===== config.mk =====
export PLATFORM = sky130hd
export DESIGN_NAME = regbank_copy_ctrl
export DESIGN_NICKNAME = d
export VERILOG_FILES = /design/src/rtl/regbank_copy_ctrl.sv
export SDC_FILE = /design/constraint.sdc
export NUM_CORES = 1
export LEC_CHECK = 0
export CAP_MARGIN = 20
export CORE_AREA = 3 3 79 81
export DETAILED_ROUTE_END_ITERATION = 16
export DIE_AREA = 0 0 82 84
export PLACE_DENSITY = 0.83
export SETUP_SLACK_MARGIN = 0.15
export SLEW_MARGIN = 30
export SYNTH_ARGS = -nofsm -noshare
export SYNTH_HDL_FRONTEND = slang
export SYNTH_SLANG_ARGS = --single-unit

===== constraint.sdc =====
create_clock -name clk -period 1.95 [get_ports clk]
set_clock_uncertainty 0.05 [all_clocks]
set_input_delay 0.39 -clock clk [delete_from_list [all_inputs] [get_ports clk]]
set_output_delay 0.39 -clock clk [all_outputs]
set_load 0.005 [all_outputs]

===== src/rtl/regbank_copy_ctrl.sv =====
// Block copy sequencer for the 32x32 register bank.
// Moves count words src->dst one per cycle, memmove-safe, yields to stall.
module regbank_copy_ctrl #(
  parameter int DATA_W = 32,
  parameter int ADDR_W = 5,
  parameter int NREGS  = 32
) (
  input  logic              clk,
  input  logic              rst_n,
  input  logic              start,
  input  logic [ADDR_W-1:0] src_base,
  input  logic [ADDR_W-1:0] dst_base,
  input  logic [ADDR_W:0]   count,
  input  logic              stall,
  output logic              busy,
  output logic              done,
  output logic              err,
  output logic [ADDR_W-1:0] rf_raddr,
  input  logic [DATA_W-1:0] rf_rdata,
  output logic [ADDR_W-1:0] rf_waddr,
  output logic [DATA_W-1:0] rf_wdata,
  output logic              rf_we
);

  localparam int CW = ADDR_W + 1;
  localparam int SW = ADDR_W + 2;
  localparam logic [ADDR_W-1:0] AONE = ADDR_W'(1);
  localparam logic [CW-1:0] CONE = CW'(1);

  typedef enum logic [1:0] {
    IDLE,
    XFER,
    FIN
  } state_t;

  state_t            state_q, state_d;
  logic [ADDR_W-1:0] src_q, src_d;
  logic [ADDR_W-1:0] dst_q, dst_d;
  logic [CW-1:0]     rem_q, rem_d;
  logic              desc_q, desc_d;
  logic              errp_q, errp_d;

  logic [SW-1:0]     src_end;
  logic [SW-1:0]     dst_end;
  logic              range_bad;
  logic              go_desc;
  logic [ADDR_W-1:0] src_last;
  logic [ADDR_W-1:0] dst_last;

  // Range check and direction choice from the raw request inputs
  always_comb begin
    src_end   = SW'(src_base) + SW'(count);
    dst_end   = SW'(dst_base) + SW'(count);
    range_bad = (src_end > SW'(NREGS)) ||
                (dst_end > SW'(NREGS));
    go_desc   = (dst_base > src_base) &&
                (SW'(dst_base) < src_end);
    src_last  = ADDR_W'(src_end - SW'(1));
    dst_last  = ADDR_W'(dst_end - SW'(1));
  end

  // Next-state, pointer stepping and bank port drive
  always_comb begin
    state_d  = state_q;
    src_d    = src_q;
    dst_d    = dst_q;
    rem_d    = rem_q;
    desc_d   = desc_q;
    errp_d   = errp_q;
    done     = 1'b0;
    err      = 1'b0;
    rf_we    = 1'b0;
    rf_raddr = '0;
    rf_waddr = '0;
    unique case (state_q)
      IDLE: begin
        if (start) begin
          errp_d = 1'b0;
          if (count == '0) begin
            state_d = FIN;
          end else if (range_bad) begin
            state_d = FIN;
            errp_d  = 1'b1;
          end else begin
            state_d = XFER;
            desc_d  = go_desc;
            src_d   = go_desc ? src_last : src_base;
            dst_d   = go_desc ? dst_last : dst_base;
            rem_d   = count;
          end
        end
      end
      XFER: begin
        rf_raddr = src_q;
        rf_waddr = dst_q;
        rf_we    = !stall;
        if (!stall) begin
          src_d = desc_q ? src_q - AONE : src_q + AONE;
          dst_d = desc_q ? dst_q - AONE : dst_q + AONE;
          rem_d = rem_q - CONE;
          if (rem_q == CONE) begin
            state_d = FIN;
          end
        end
      end
      FIN: begin
        done    = 1'b1;
        err     = errp_q;
        state_d = IDLE;
      end
      default: begin
        state_d = IDLE;
      end
    endcase
  end

  // Write data is the read data, forced to zero when no write is issued
  always_comb begin
    rf_wdata = rf_we ? rf_rdata : '0;
    busy     = (state_q != IDLE);
  end

  // State and copy-context registers
  always_ff @(posedge clk or negedge rst_n) begin
    if (!rst_n) begin
      state_q <= IDLE;
      src_q   <= '0;
      dst_q   <= '0;
      rem_q   <= '0;
      desc_q  <= 1'b0;
      errp_q  <= 1'b0;
    end else begin
      state_q <= state_d;
      src_q   <= src_d;
      dst_q   <= dst_d;
      rem_q   <= rem_d;
      desc_q  <= desc_d;
      errp_q  <= errp_d;
    end
  end

endmodule


==> metrics <==
switching fraction of total power=between 40% and 50%; maximum fanout encountered on the critical timing path=8; synth top area cells=dfrtp_1 20%, ha_1 14%, and2_1 11%, nor2_1 4.2%, a21oi_1 3.6%; wire length of the first global-routing pass=15580 um; CTS clock-pin slew for the worst setup and hold paths=about 80 ps; Clock Sinks=20; part of the total power dissipated in the clock network=roughly 4.8%; P_int=3.191 mW; post-synthesis to final-layout area growth=96.01%; share of cells above drive strength 1=approximately 51%; antenna violations before repair=0; required time reported for the critical path endpoint=around 2000 ps; wire per inst=about 25 um; chip width=just over 80 um; number of buffer and inverter stages on the critical path=3; Die Height=between 80 and 90 um; GR Overflow Total=0; routed vias/inst=approximately 6.6; number of nets at the end of the flow=between 600 and 700; core region area=~5500 um^2; syn avg cell area=7.939 um^2; Cell Chain, Critical Path=dlygate4sd2_1 > ha_2 > fa_1 > inv_1 > ha_2 > and2_4 > o221ai_2 > and2_4 > a221oi_4 > buf_6 > mux2i_1 > o21ai_1; top-count cell post-synth=and2_1; violations in the final reports=setup timing; MaxCap Viol Count=0; final setup violation count=49; largest net degree at the start of global routing=21; power per unit of standard cell area=around 1200 nW/um^2; sequential cell area fraction in the yosys report=about a fifth; setup repair after global routing missed its margin=yes; antenna-violating nets left=0; switching power=2.891 mW; CTS HTree Levels=1; buffer depth of the longest clock path=2; Total GRT Usage=about 29%; part of the total power dissipated in combinational logic=roughly four fifths; CTS tree=yes; HPWL Detailed=roughly 6900 um; cell types with the highest counts after synthesis=43 x and2_1, 29 x ha_1, 28 x nor2_1; number of slew-limit violations in the final report=0; number of global-route vias before repair=3236; kind of end point of the critical path=flip-flop; number of warnings printed during yosys synthesis=0; final worst path period share=158.7%; max-slew headroom at the worst pin=63.22%; fraction of synthesis flops using an asynchronous set or reset pin=between 90% and 100%; cell leakage power=2.374 nW; Post-synth EDFFs=0; largest stage delay on the critical path=roughly 480 ps; Post-CTS Hold Buffers=0; share of Yosys cell area claimed by the top area cell type=19.95%; class of the most critical setup path=input port to flip-flop; Clock Latency Late Sink=roughly 280 ps; Seq cells post-synth=20; slowest cell on the critical path=fa_1; share of power burned in registers=between 10% and 20%; CP startpoint kind=input port; PortBufs=between 90 and 100; std cell rows=27; Layout Cell Area excl Fill=between 4000 and 5000 um^2; result of the run=finished with violations; total cell area at the placement stage=3985 um^2; total vias in the final route=~4k; boundary pin count=between 90 and 100; Pre-Repair DR Iteration Count=6; most common flop cell mapped by yosys=dfrtp_1; number of design-rule violations left by the first detailed-router iteration=roughly 650; number of buffers created by CTS=3; Max Freq=323.2 MHz; final worst-path setup slack=-1144 ps; Netlist cell types=about 50; Tightest Hold Check Type=input port to asynchronous set/reset pin; floorplan die area=6888 um^2; initial standard-cell utilization of the core=a little under half; post-placement setup slack=-1571 ps; last weighted congestion value of the routability-driven placer=a little under 0.9; clock period minus final worst setup slack=~3100 ps; Cell Area, Synth=between 2000 and 3000 um^2; cell accounting for the most synthesized area=dfrtp_1; diode insertion count for antenna repair=0; number of failing hold endpoints at the final stage=0; Routed WL=approximately 15000 um; number of nets produced by synthesis=around 400; DRC violations left=0; root buf cell=clkbuf_8; fill cell count=between 200 and 250; slew at the pin closest to its max-slew limit=about 550 ps; depth of the worst register-to-register path=8; synthesized instance count=316; path length in cells of the critical path=12; Crit path arrival time=3170 ps; Max VDD drop=approximately 1000 uV; Top Family by Delay on Critical Path=adder cells
## registers in the layout (all words and copies together), names as in the netlist
signal   cells
rem_q        6
dst_q        5
state_q      2
desc_q       1
src_q        5
errp_q       1
## per-layer routing
metal | wire length (um) | track usage (%) | up-vias
li1 | - | - | 1528
met1 | 4976 | 34.24 | 1830
met2 | 7152 | 51.43 | 404
met3 | 1480 | 2.376 | 127
met4 | 1256 | 11.63 | 0
met5 | 0 | 0 | -
## final timing paths
kind	from	end	slack [ps]
worst max-delay path	dst_base[0]	src_q[0]$_DFFE_PN0P_	-1140
worst min-delay path	rst_n	src_q[4]$_DFFE_PN0P_	430
worst max register to register	state_q[0]$_DFFE_PN0P_	dst_q[1]$_DFFE_PN0P_	-260
worst min register to register	rem_q[5]$_DFFE_PN0P_	rem_q[5]$_DFFE_PN0P_	480
max in group asynchronous	rst_n	state_q[0]$_DFFE_PN0P_	1190
min in group clk	rem_q[5]$_DFFE_PN0P_	rem_q[5]$_DFFE_PN0P_	480
## area by class of cell
type	count	area, um^2	area share, %
timing repair buffer	215	1876	38.14
inverter	21	78.83	1.603
sequential	20	501.7	10.20
clock buffer	3	41.29	0.8397
multi-input combinational	262	2330	47.38
tap	72	90.09	1.832
## what timing repair did
action	4_1_cts	5_1_grt
pin swaps	20	32
gates cloned	3	3
setup endpoints to repair	66	64
buffers inserted	13	41
resized for setup	75	225
## cell families (layout without fill, tap and decap cells)
group	after synthesis	count (layout)	share of synthesized area, %
buffers and inverters	34	239	5.586
AND/OR/NAND/NOR	128	128	26.78
adder cells (fa/ha/maj)	33	33	17.66
AO/OA/AOI/OAI	84	84	23.94
flip-flops	20	20	19.95
multiplexers	3	3	1.197
XOR/XNOR	14	14	4.888
## cell usage in the layout, fill, tap and decap left out, drive strengths merged, types with 3 or more instances in the layout
cell,instances
or2,4
buf,148
a22o,3
a31oi,7
mux2i,3
o21ai,15
o22ai,3
dlygate4sd2,8
or3,7
xor2,6
nand3,8
nor3b,3
dfrtp,20
xnor2,8
nor2b,3
and2,43
a21oi,18
o21a,4
o31ai,5
nor3,7
nor2,28
a22oi,3
clkdlybuf4s50,37
nand2,19
ha,29
a21o,7
inv,21
clkbuf,20
fa,4
dlymetal6s2s,3
## power groups by stage
stage          registers, mW  clock network [mW]  logic, mW
6_report               0.869               0.289       4.92
5_1_grt                0.890               0.304       5.18
4_1_cts                0.815               0.272       3.66
3_5_place_dp           0.818                   0       3.32
3_3_place_gp           0.803                   0       3.17
2_1_floorplan          0.772                   0       2.06
## metrics by stage
step                util [%]  total power, mW  std cells  hold slack [ps]  setup TNS (ps)
floorplan                  -            2.830        316            44.41          -15020
global route           88.75            6.369        593            436.6          -24930
detailed placement     71.93            4.135        530            458.8          -39070
CTS                    78.66            4.749        549            435.0          -28580
global placement       71.93            3.976        530            419.0          -37360
finish                 88.75            6.081        593            426.3          -23240
(Power assumes the default switching activity.)
